[src/rtl/audio_pkg.sv]
// Shared audio-path definitions: sample width, receiver FSM encoding and the
// saturating counter helper used by the I2S receiver.
package audio_pkg;

    localparam int AUDIO_W   = 24;
    localparam int ERR_CNT_W = 16;

    typedef enum logic [1:0] {
        WAIT_LR = 2'd0,
        SKIP    = 2'd1,
        SHIFT   = 2'd2,
        HOLD    = 2'd3
    } rx_state_t;

    function automatic logic [ERR_CNT_W-1:0] sat_inc(input logic [ERR_CNT_W-1:0] v);
        return (&v) ? v : v + 1'b1;
    endfunction

endpackage

[src/rtl/sync_rise.sv]
// Multi-flop synchronizer with rising-edge detect on the clock-like input `d`,
// plus an equal-depth chain (no edge detect) for side signals that must stay aligned with it.
module sync_rise #(
    parameter int STAGES = 2,
    parameter int AUX_W  = 2
) (
    input  logic             clk,
    input  logic             reset_n,
    input  logic             d,
    input  logic [AUX_W-1:0] aux,
    output logic             rise,
    output logic [AUX_W-1:0] aux_q
);

    logic [STAGES-1:0]            d_sync;
    logic [STAGES-1:0][AUX_W-1:0] aux_sync;
    logic                         d_hist;

    always_ff @(posedge clk or negedge reset_n) begin
        if (!reset_n) begin
            d_sync   <= '0;
            aux_sync <= '0;
            d_hist   <= 1'b0;
        end else begin
            d_sync   <= {d_sync[STAGES-2:0], d};
            aux_sync <= {aux_sync[STAGES-2:0], aux};
            d_hist   <= d_sync[STAGES-1];
        end
    end

    assign rise  = d_sync[STAGES-1] & ~d_hist;
    assign aux_q = aux_sync[STAGES-1];

endmodule

[src/rtl/i2s_adc_rx.sv]
// I2S ADC receiver: oversamples bclk/lrclk/sdata in the clk domain and emits
// paired 24-bit L/R samples with a one-cycle valid. Option: I2S_RX_ERR_CNT_EN adds err_cnt.
module i2s_adc_rx
    import audio_pkg::*;
#(
    parameter int W           = AUDIO_W,
    parameter int SYNC_STAGES = 2
) (
    input  logic                 clk,
    input  logic                 reset_n,
    input  logic                 ac_bclk,
    input  logic                 ac_lrclk,
    input  logic                 ac_adc_sdata,
    output logic [W-1:0]         l_data,
    output logic [W-1:0]         r_data,
    output logic                 valid,
`ifdef I2S_RX_ERR_CNT_EN
    output logic [ERR_CNT_W-1:0] err_cnt,
`endif
    output logic                 frame_err
);

    localparam int CNT_W = $clog2(W);

    logic             tick;
    logic [1:0]       aux_s;
    logic             lr_s;
    logic             sdata_s;

    rx_state_t        state;
    logic             lr_prev;
    logic             lr_primed;
    logic             chan;
    logic [W-1:0]     shreg;
    logic [CNT_W-1:0] bit_cnt;
    logic [W-1:0]     l_hold;
    logic             left_ok;

    logic             lr_chg;
    logic             last_bit;
    logic             short_evt;
    logic [W-1:0]     word;

    sync_rise #(
        .STAGES (SYNC_STAGES),
        .AUX_W  (2)
    ) u_sync (
        .clk     (clk),
        .reset_n (reset_n),
        .d       (ac_bclk),
        .aux     ({ac_adc_sdata, ac_lrclk}),
        .rise    (tick),
        .aux_q   (aux_s)
    );

    assign lr_s    = aux_s[0];
    assign sdata_s = aux_s[1];

    // The first tick after reset only records lrclk, so no edge is invented from the reset value.
    assign lr_chg    = lr_primed & (lr_s ^ lr_prev);
    assign last_bit  = (bit_cnt == CNT_W'(W-1));
    assign short_evt = tick & (state == SHIFT) & lr_chg & ~last_bit;
    assign word      = {shreg[W-2:0], sdata_s};

    always_ff @(posedge clk or negedge reset_n) begin
        if (!reset_n) begin
            state     <= WAIT_LR;
            lr_prev   <= 1'b0;
            lr_primed <= 1'b0;
            chan      <= 1'b0;
            shreg     <= '0;
            bit_cnt   <= '0;
            l_hold    <= '0;
            left_ok   <= 1'b0;
            l_data    <= '0;
            r_data    <= '0;
            valid     <= 1'b0;
            frame_err <= 1'b0;
        end else begin
            valid     <= 1'b0;
            frame_err <= 1'b0;
            if (tick) begin
                lr_prev   <= lr_s;
                lr_primed <= 1'b1;
                case (state)
                    WAIT_LR: begin
                        if (lr_chg)
                            state <= SKIP;
                    end
                    // The tick that revealed the lrclk edge was the delay bit; this one carries the MSB.
                    SKIP: begin
                        chan    <= lr_s;
                        shreg   <= word;
                        bit_cnt <= CNT_W'(1);
                        state   <= SHIFT;
                    end
                    SHIFT: begin
                        if (short_evt) begin
                            frame_err <= 1'b1;
                            left_ok   <= 1'b0;
                            state     <= SKIP;
                        end else begin
                            shreg   <= word;
                            bit_cnt <= bit_cnt + 1'b1;
                            if (last_bit) begin
                                // An exactly-W-bit slot puts the LSB on the next edge's delay bit.
                                state <= lr_chg ? SKIP : HOLD;
                                if (!chan) begin
                                    l_hold  <= word;
                                    left_ok <= 1'b1;
                                end else if (left_ok) begin
                                    l_data  <= l_hold;
                                    r_data  <= word;
                                    valid   <= 1'b1;
                                    left_ok <= 1'b0;
                                end
                            end
                        end
                    end
                    HOLD: begin
                        if (lr_chg)
                            state <= SKIP;
                    end
                    default: state <= WAIT_LR;
                endcase
            end
        end
    end

`ifdef I2S_RX_ERR_CNT_EN
    always_ff @(posedge clk or negedge reset_n) begin
        if (!reset_n)
            err_cnt <= '0;
        else if (short_evt)
            err_cnt <= sat_inc(err_cnt);
    end
`endif

endmodule

[config.mk]
export PLATFORM = sky130hd
export DESIGN_NAME = i2s_adc_rx
export DESIGN_NICKNAME = d
export VERILOG_FILES = /design/src/rtl/audio_pkg.sv /design/src/rtl/sync_rise.sv /design/src/rtl/i2s_adc_rx.sv
export SDC_FILE = /design/constraint.sdc
export NUM_CORES = 1
export LEC_CHECK = 0
export CAP_MARGIN = 5
export CORE_MARGIN = 3
export CORE_UTILIZATION = 45
export DETAILED_ROUTE_END_ITERATION = 6
export HOLD_SLACK_MARGIN = 0.05
export PLACE_DENSITY = 0.67
export SKIP_LAST_GASP = 1
export SYNTH_ARGS = -nofsm -noshare
export SYNTH_HDL_FRONTEND = slang
export SYNTH_SLANG_ARGS = --single-unit
[constraint.sdc]
create_clock -name clk -period 3.43 [get_ports clk]
set_input_delay 0.343 -clock clk [delete_from_list [all_inputs] [get_ports clk]]
set_output_delay 0.343 -clock clk [all_outputs]
set_load 0.05 [all_outputs]
-- Word-level counts from Yosys, hierarchy flattened
Index checks and enable logic that the tools add are counted.
- equality and inequality tests: 7
- mux-type cells: 21
- bitwise operators: 10
- add/sub/neg operators: 1
- reduce and logical (&&, ||, !) cells: 10
- operator list (operator ; number):
    23-bit case mux with 2 select lines ; 1
    23-bit 2-to-1 mux ; 1
    1-bit 2-to-1 mux ; 12
    5-bit case mux with 2 select lines ; 1
    3-bit AND reduction ; 3
    2-bit 2-to-1 mux ; 4
    2-bit case mux with 3 select lines ; 1
    6-bit AND reduction ; 1
    5-bit by 1-bit adder with 5-bit output, second input constant ; 1
    1-bit AND ; 5
    5-bit == test, second input constant ; 1
    5-bit 2-to-1 mux ; 1
    5-bit AND reduction ; 1
    2-bit == test, second input constant ; 2
    1-bit inverter ; 4
    2-bit nonzero test ; 2
    3-bit != test, second input constant ; 1
    2-bit by 1-bit == test with 1-bit output, second input constant ; 1
    2-bit logical NOT ; 1
    2-bit by 1-bit != test with 1-bit output, second input constant ; 1
    2-bit != test, second input constant ; 1
    2-bit AND reduction ; 1
    2-bit OR reduction ; 1
    1-bit bitwise XOR ; 1
- flip-flop bits (word level): 115
- word-level logic and storage cells: 65

-- Longest topological paths before layout
Gate-level depths: netlist of the first run.
- depth in word-level cells: 8
- gate-level depth with buffers: 7
- gate-level depth less buffers: 6

-- By module
A second synthesis of the first run with hierarchy kept.
- cells, all modules: 276
- area total of the unflattened synthesis: 4533.1 sq um
- by module, submodules not included (module ; instances ; cells an instance ; area each (sq um)):
    i2s_adc_rx ; 1 ; 266 ; 4329.2
    sync_rise ; 1 ; 10 ; 203.9

-- Worst setup path after synthesis of the first run
No wires, ideal clock.
- path type: reg2reg
- start point: reg bit_cnt[0]
- end point: reg l_data[10]
- slack: 1.633 ns
- required time: 3.303 ns
- buffers on the path: 2
- arrival time: 1.670 ns
- cell stages (with the launch flop): 7
- cell sequence: dfrtp_1 ha_1 nand4b_4 nor3_2 buf_4 buf_6 mux2_1
- cells in the longest elaborated chain, start to end: 5
- RTL lines (item ; RTL line ; source):
    start: declaration ; i2s_adc_rx.sv:35 ; logic [CNT_W-1:0] bit_cnt;
    start signal: assignment ; i2s_adc_rx.sv:104 ; bit_cnt <= bit_cnt + 1'b1;
    5-bit == test (*) ; i2s_adc_rx.sv:61 ; assign last_bit = (bit_cnt == CNT_W'(W-1));
    1-bit inverter ; i2s_adc_rx.sv:62 ; assign short_evt = tick & (state == SHIFT) & lr_chg & ~last_bit;
    1-bit AND ; i2s_adc_rx.sv:62 ;
    1-bit inverter (no line) ; -- ;
    6-bit AND reduction (no line) (*) ; -- ;
    end signal: assignment ; i2s_adc_rx.sv:112 ; l_data <= l_hold;
    end: declaration ; i2s_adc_rx.sv:14 ; output logic [W-1:0] l_data,
Every way passes the cells marked *; elsewhere a longest branch is shown, timed or not.
A chain may end at the register's enable or synchronous reset.

-- Worst setup path after layout of the first run
- start point: reg state[0]
- end point: reg l_hold[10]
- cells in the longest elaborated chain, start to end: 6
- RTL lines (item ; RTL line ; source):
    start: declaration ; i2s_adc_rx.sv:30 ; rx_state_t state;
    start signal: assignment ; i2s_adc_rx.sv:107 ; state <= lr_chg ? SKIP : HOLD;
    2-bit == test (*) ; i2s_adc_rx.sv:62, i2s_adc_rx.sv:85 ;
    1-bit AND (3 in series) ; i2s_adc_rx.sv:62 ;
    1-bit inverter (no line) ; -- ;
    5-bit AND reduction (no line) (*) ; -- ;
    end signal: assignment ; i2s_adc_rx.sv:109 ; l_hold <= word;
    end: declaration ; i2s_adc_rx.sv:36 ; logic [W-1:0] l_hold;
Marks and branches as above.

==> out/summary.txt, run 1 <==
STA
-------------------------------------------------------------------------------------------------
Measured slew at the worst slew-check pin                                                  715 ps
RSZ-0062 raised after global routing                                                           no
Min Tclk post-route                                                                       2420 ps
Headroom to the max-slew limit                                                              52.3%
Fin. max-slew vios                                                                              0
Part of the cycle the worst path needs                                                      70.6%
Number of failing setup endpoints in the final timing report                                    0
Final count of hold timing violations                                                           0
Maximum clock frequency                                                                   413 MHz
Final setup skew                                                                          10.7 ps
Total negative slack                                                                         0 ps
Hold WS                                                                                    288 ps

CLOCK NETWORK
-------------------------------------------------------------------------------------------------
TritonCTS clock tree                                                                         done
CTS Hold Bufs                                                                                   1
Number of CTS-inserted buffers                                                                 17
Sinks on the clock net                                                                        115
Buffer cell driving the clock tree root                                              sky130_fd_sc_hd__clkbuf_8
Register clock-pin slew on the reported worst setup and hold paths                          60 ps
H-Tree Depth                                                                                    4
Maximum count of clock buffers along a single path                                              2
CTS resizes                                                                                     0
Setup Fix Bufs, Post-CTS                                                                        0
Worst-Skew Late Latency                                                                    500 ps

WORST HOLD PATH
-------------------------------------------------------------------------------------------------
Hold Crit Depth                                                                                 1
Hold/Removal Path Class                                                              input port to flip-flop

POWER
-------------------------------------------------------------------------------------------------
Static leakage power                                                                      2.81 nW
IR drop worst, VDD                                                                     0.000375 V
Power density cells                                                                    613 nW/um2
Post-route total power                                                                    3.53 mW

SETUP PATH
-------------------------------------------------------------------------------------------------
Critical setup path kind                                                             flip-flop to flip-flop
Slowest Stage Delay on Critical Path                                                       530 ps
CP max FO                                                                                      14
Kind of capture point of the worst setup path                                           flip-flop
Critical Path, Cell by Cell                                                          inv_1 > ha_1 > nand2_2 > nor3_4 > buf_4 > mux2_2
Arrival time at the worst endpoint                                                        2800 ps
Worst setup SP type                                                                     flip-flop
Required arrival time at the worst endpoint                                               3810 ps
Number of cells on the worst reg-to-reg path                                                    6
Slowest cell on the critical path                                                    sky130_fd_sc_hd__nor3_4

PLACE
-------------------------------------------------------------------------------------------------
Total half-perimeter wirelength after legalization and detailed placement                 4810 um
Placed insts                                                                                  455
Weighted congestion at the end of routability-driven global placement                       0.768
Port Buf Inserts                                                                               54
Placement-stage cell area                                                                5180 um2

SYNTH
-------------------------------------------------------------------------------------------------
Mapped Nets                                                                                   286
Sequential element share of the synthesized area                                            63.9%
Number of instances in the synthesized netlist                                                278
Synth warn                                                                                      0
Post-synthesis register bit count                                                             115
Number of distinct library cell variants in the gate-level netlist after synthesis             38
Cell area after synthesis                                                                4510 um2
Synth Area per Inst                                                                      16.2 um2

ROUTING
-------------------------------------------------------------------------------------------------
Post-detailed-routing wire length                                                         7560 um
Average wire per cell in the routed design                                                15.5 um
Post-route DRC                                                                                  0
Vias per cell                                                                                4.96
Vias                                                                                         2422
Number of violations reported at the end of detailed-routing iteration 0                       79
Number of nets with antenna violations after detailed routing                                   0
Length of the first detailed-routing pass in iterations                                         4

GLOBAL ROUTING
-------------------------------------------------------------------------------------------------
Global route total overflow                                                                     0
Number of antenna violations at the first check in global routing                               0
Via count of the first global-routing pass                                                   2513
Wire length of the first global-routing pass                                             13000 um
Largest net degree at the start of global routing                                              63
Peak-usage layer in the global routing report                                                met2
Fraction of met1 tracks used by global routing                                              20.0%
Met3 track demand over resource in global routing                                           4.25%
Global-route met2 utilization                                                               22.6%
Total routing resource utilization after global routing                                     14.6%

FLOORPLAN
-------------------------------------------------------------------------------------------------
Core footprint                                                                           9500 um2
Die height                                                                                 106 um
Area of the die                                                                         11200 um2
Die Wd                                                                                     106 um
Boundary pin count                                                                             55
Row count                                                                                      35
Effective utilization at floorplan                                                          47.4%

FINISH
-------------------------------------------------------------------------------------------------
Combined area of the multi-input logic cells                                             1550 um2
Final instance count without filler cells                                                     488
Count of filler cells inserted in the layout                                                  720
Area used by sequential logic in the layout                                              2880 um2
Commonest non-fill, non-tap cells in the layout                                      sky130_fd_sc_hd__dfrtp_1 (115), sky130_fd_sc_hd__mux2_2 (67), sky130_fd_sc_hd__clkdlybuf4s50_1 (53), sky130_fd_sc_hd__mux2_4 (20), sky130_fd_sc_hd__clkbuf_16 (16)
Layout Cell Area excl Fill                                                               5760 um2
N_diodes                                                                                        0
Area Growth Syn to Fin                                                                      27.9%
Number of nets in the layout                                                                  354
Proportion of layout cells with a drive suffix above 1                                      35.9%
Most frequent standard cell in the layout excluding fill and tap cells               sky130_fd_sc_hd__dfrtp_1

FLOW RUN
-------------------------------------------------------------------------------------------------
Maximum capacitance violations                                                                  0

STATUS
-------------------------------------------------------------------------------------------------
Result of the run                                                                    complete, no violations

[final cells by class]
cell class | count | share of cell area, %
inverter | 5 | 0.326
multi-input combinational | 148 | 26.8
tap | 129 | 2.80
sequential | 115 | 50.0
timing repair buffer | 59 | 10.3
clock inverter | 12 | 2.28
clock buffer | 20 | 7.56
[power by group]
group | total [mW] | leakage [nW] | internal [mW] | switching, mW
combinational | 0.350 | 0.981 | 0.173 | 0.177
clock | 1.65 | 0.267 | 1.05 | 0.598
sequential | 1.53 | 1.56 | 1.44 | 0.0884
total | 3.53 | 2.81 | 2.67 | 0.864
[registers in the layout, indices dropped and copies added (netlist names), 2 cells and up]
signal,cells
state,2
l_data,24
u_sync.aux_q,2
l_hold,24
r_data,24
shreg,23
u_sync.aux_sync,2
u_sync.d_sync,2
bit_cnt,5
[stage by stage]
stage	setup WS (ps)	util (%)
floorplan	1630	-
global placement	1110	54.5
detailed placement	1040	54.5
CTS	997	60.6
global route	849	60.6
finish	1010	60.6
[kinds of logic (layout without fill, tap and decap cells)]
group | after synthesis | in the layout | synth area share, %
DFF | 115 | 115 | 63.9
muxes | 98 | 98 | 26.1
and+or+nand+nor | 30 | 30 | 4.39
AOI/OAI and AO/OA | 16 | 16 | 2.64
buffers and inverters | 15 | 96 | 1.97
adders and majority gates | 3 | 3 | 0.833
xor gates and xnor gates | 1 | 1 | 0.194
[synthesized netlist by cell type, drive strengths merged]
master | count | area [um2]
nor2 | 3 | 11.3
o21bai | 1 | 7.51
nand2 | 7 | 28.8
a21boi | 1 | 7.51
nand4b | 1 | 23.8
and3 | 1 | 11.3
nor4b | 1 | 8.76
and2 | 1 | 6.26
o311a | 1 | 10.0
dfrtp | 115 | 2880
ha | 3 | 37.5
nor3 | 3 | 31.3
nand2b | 4 | 25.0
or3 | 1 | 6.26
a31oi | 1 | 6.26
buf | 10 | 70.1
and2b | 1 | 7.51
a21o | 1 | 15.0
a211o | 1 | 8.76
a221oi | 1 | 15.0
a32oi | 1 | 8.76
inv | 5 | 18.8
nand3 | 5 | 25.0
mux2 | 96 | 1160
xor2 | 1 | 8.76
a21oi | 3 | 15.0
o21ai | 5 | 25.0
nand4 | 2 | 12.5
mux2i | 2 | 20.0
[per-layer routing]
metal / routed length (um) / vias up
li1: - / 1144
met1: 3590 / 1227
met2: 3600 / 46
met3: 306 / 5
met4: 61 / 0
met5: 0 / -
[final timing paths]
check                                        end             start  slack, ps
worst max-delay path                  l_hold[10]          state[0]       1010
worst min register to register  u_sync.d_sync[1]  u_sync.d_sync[0]        350
max in group asynchronous             l_hold[23]           reset_n       2220
worst max register to register        l_hold[10]          state[0]       1010
worst min-delay path            u_sync.d_sync[0]           ac_bclk        290
min in group asynchronous             r_data[17]           reset_n        450
[critical path: cells and delay by family, from the launching register on]
| family | cells | cell delay [ps] |
|---|---|---|
| buf+inv | 2 | 420 |
| mux | 1 | 360 |
| flops | 1 | 380 |
| fa+ha+maj | 1 | 390 |
| simple gates | 2 | 730 |
No activity file was read; power rests on OpenSTA's default activity.
==> run 2, diff against run 1 <==
--- a/config.mk
+++ b/config.mk
@@ -10,7 +10,7 @@
 export CORE_UTILIZATION = 45
 export DETAILED_ROUTE_END_ITERATION = 6
 export HOLD_SLACK_MARGIN = 0.05
-export PLACE_DENSITY = 0.67
+export PLACE_DENSITY = 0.69
 export SKIP_LAST_GASP = 1
 export SYNTH_ARGS = -nofsm -noshare
 export SYNTH_HDL_FRONTEND = slang
==> constraint.sdc (replaced) <==
create_clock -name clk -period 2.2 [get_ports clk]
set_input_delay 0.22 -clock clk [delete_from_list [all_inputs] [get_ports clk]]
set_output_delay 0.22 -clock clk [all_outputs]
set_load 0.05 [all_outputs]
==> out/summary.txt, run 2 (same netlist as run 1, synthesis figures left out) <==
FLOORPLAN
----------------------------------------------------------------------------------------
Row count                                                                             35   unchanged
Die Wd                                                                            106 um   unchanged
Area of the die                                                                11200 um2   unchanged
Boundary pin count                                                                    55   unchanged
Die height                                                                        106 um   unchanged
Effective utilization at floorplan                                                 47.4%   unchanged
Core footprint                                                                  9500 um2   unchanged

STA
----------------------------------------------------------------------------------------
Min Tclk post-route                                                              1990 ps   -428 ps
Number of failing setup endpoints in the final timing report                           0   unchanged
Worst path setup slack after routing                                              207 ps   -802 ps
Headroom to the max-slew limit                                                     64.2%   +12 points
Measured slew at the worst slew-check pin                                         535 ps   -180 ps
Final count of hold timing violations                                                  0   unchanged
Part of the cycle the worst path needs                                             90.6%   +20 points
RSZ-0062 raised after global routing                                                  no
Fin. max-slew vios                                                                     0   unchanged
Total negative slack                                                                0 ps   unchanged
Hold WS                                                                           147 ps   -141 ps
Final setup skew                                                                 8.07 ps   -2.64 ps
Maximum clock frequency                                                          502 MHz   +21%

ROUTING
----------------------------------------------------------------------------------------
Average wire per cell in the routed design                                       15.3 um   -1.2%
Post-route DRC                                                                         0   unchanged
Post-detailed-routing wire length                                                7500 um   -0.75%
Number of violations reported at the end of detailed-routing iteration 0              60   -24%
Vias per cell                                                                       5.04   +1.6%
Number of nets with antenna violations after detailed routing                          0   unchanged
Vias                                                                                2470   +2.0%
Length of the first detailed-routing pass in iterations                                4   unchanged

GLOBAL ROUTING
----------------------------------------------------------------------------------------
Largest net degree at the start of global routing                                     55   -13%
Total routing resource utilization after global routing                            15.0%   +0.33 points
Wire length of the first global-routing pass                                    13100 um   +0.85%
Via count of the first global-routing pass                                          2604   +3.6%
Number of antenna violations at the first check in global routing                      0   unchanged
Global route total overflow                                                            0   unchanged

FLOW RUN
----------------------------------------------------------------------------------------
Maximum capacitance violations                                                         0   unchanged

POWER
----------------------------------------------------------------------------------------
Power density cells                                                           961 nW/um2   +57%
IR drop worst, VDD                                                            0.000571 V   +52%
Static leakage power                                                             2.83 nW   +0.70%
Post-route total power                                                           5.59 mW   +58%

FINISH
----------------------------------------------------------------------------------------
Most frequent standard cell in the layout excluding fill and tap cells      sky130_fd_sc_hd__dfrtp_1
Proportion of layout cells with a drive suffix above 1                             36.6%   +0.63 points
Count of filler cells inserted in the layout                                         732   +1.7%
Area used by sequential logic in the layout                                     2880 um2   unchanged
Area Growth Syn to Fin                                                             29.2%
Layout Cell Area excl Fill                                                      5820 um2   +1.0%
Commonest non-fill, non-tap cells in the layout                             sky130_fd_sc_hd__dfrtp_1 (115), sky130_fd_sc_hd__mux2_2 (67), sky130_fd_sc_hd__clkdlybuf4s50_1 (53), sky130_fd_sc_hd__mux2_4 (20), sky130_fd_sc_hd__clkbuf_16 (16)
Number of nets in the layout                                                         356   +0.56%
Largest regs                                                                l_data (24), l_hold (24), r_data (24)
N_diodes                                                                               0   unchanged
Combined area of the multi-input logic cells                                    1550 um2   unchanged

PLACE
----------------------------------------------------------------------------------------
Weighted congestion at the end of routability-driven global placement              0.783   +2.0%
Placement-stage cell area                                                       5220 um2   +0.77%
Pre-CTS setup slack                                                               218 ps   -819 ps
Total half-perimeter wirelength after legalization and detailed placement        4770 um   -0.70%
Port Buf Inserts                                                                      54   unchanged

SETUP PATH
----------------------------------------------------------------------------------------
Arrival time at the worst endpoint                                               2380 ps   -420 ps
Critical setup path kind                                                    flip-flop to flip-flop
CP max FO                                                                             23   +9
Slack of the worst reg-to-reg path                                                210 ps   -800 ps
Required arrival time at the worst endpoint                                      2590 ps   -1220 ps
Worst setup SP type                                                            flip-flop
Kind of capture point of the worst setup path                                  flip-flop

STATUS
----------------------------------------------------------------------------------------
Result of the run                                                           complete, no violations

CLOCK NETWORK
----------------------------------------------------------------------------------------
Register clock-pin slew on the reported worst setup and hold paths                 60 ps   about the same
Worst-Skew Late Latency                                                           510 ps   about the same
H-Tree Depth                                                                           4   unchanged
Sinks on the clock net                                                               115   unchanged
CTS Hold Bufs                                                                          1   unchanged
Number of CTS-inserted buffers                                                        17   unchanged
Setup Fix Bufs, Post-CTS                                                               0   unchanged
Buffer cell driving the clock tree root                                     sky130_fd_sc_hd__clkbuf_8
TritonCTS clock tree                                                                done
Maximum count of clock buffers along a single path                                     2   unchanged
CTS resizes                                                                            0   unchanged

WORST HOLD PATH
----------------------------------------------------------------------------------------
Hold/Removal Path Class                                                     input port to flip-flop

==> run 2: cell type report <==
type	count	share of cell area, %
inverter	5	0.323
sequential	115	49.5
clock buffer	19	7.42
clock inverter	13	2.64
multi-input combinational	148	26.6
timing repair buffer	61	10.8
tap	129	2.77
==> run 2: where the power goes <==
group          internal [mW]  switching (mW)  total (mW)
sequential              2.25           0.143        2.39
clock                   1.66           0.983        2.64
combinational          0.284           0.278       0.561
total                   4.19            1.40        5.59
==> run 2: worst paths after layout <==
kind,startpoint,to,cells past startpoint
setup / recovery,bit_cnt[0],shreg[20],5
hold / removal,ac_bclk,u_sync.d_sync[0],1
setup reg to reg,bit_cnt[0],shreg[20],5
hold reg to reg,u_sync.aux_sync[0],u_sync.aux_q[0],0
max in group asynchronous,reset_n,l_hold[22],3
min in group asynchronous,reset_n,l_data[18],2
==> run 2: worst max-delay path, cell delays in order, from the launching register on <==
cell	delay [ps]
sky130_fd_sc_hd__dfrtp_1	420
sky130_fd_sc_hd__ha_1	280
sky130_fd_sc_hd__nand4b_4	170
sky130_fd_sc_hd__and3_4	220
sky130_fd_sc_hd__a21o_4	380
sky130_fd_sc_hd__mux2_2	380
==> run 2: stage by stage <==
stage	instances	util (%)
floorplan	278	-
global placement	457	55.0
detailed placement	457	55.0
CTS	490	61.2
global route	490	61.2
finish	490	61.2
==> run 2: routing by layer <==
metal | track usage (%) | vias to the layer above | part of all wire [%] | wire, um
met5 | 0 | - | 0 | 0
met4 | 6.38 | 0 | 1.6 | 118
met3 | 5.40 | 11 | 4.2 | 315
met2 | 22.7 | 50 | 48 | 3570
met1 | 19.5 | 1265 | 47 | 3500
li1 | - | 1144 | - | -
==> run 3, diff against run 2 <==
--- a/config.mk
+++ b/config.mk
@@ -8,6 +8,7 @@
 export CAP_MARGIN = 5
 export CORE_MARGIN = 3
 export CORE_UTILIZATION = 45
+export CTS_CLUSTER_DIAMETER = 60
 export DETAILED_ROUTE_END_ITERATION = 6
 export HOLD_SLACK_MARGIN = 0.05
 export PLACE_DENSITY = 0.69
==> results of run 3 <==
The final DEF is identical to that of run 2; final timing and power are the same.
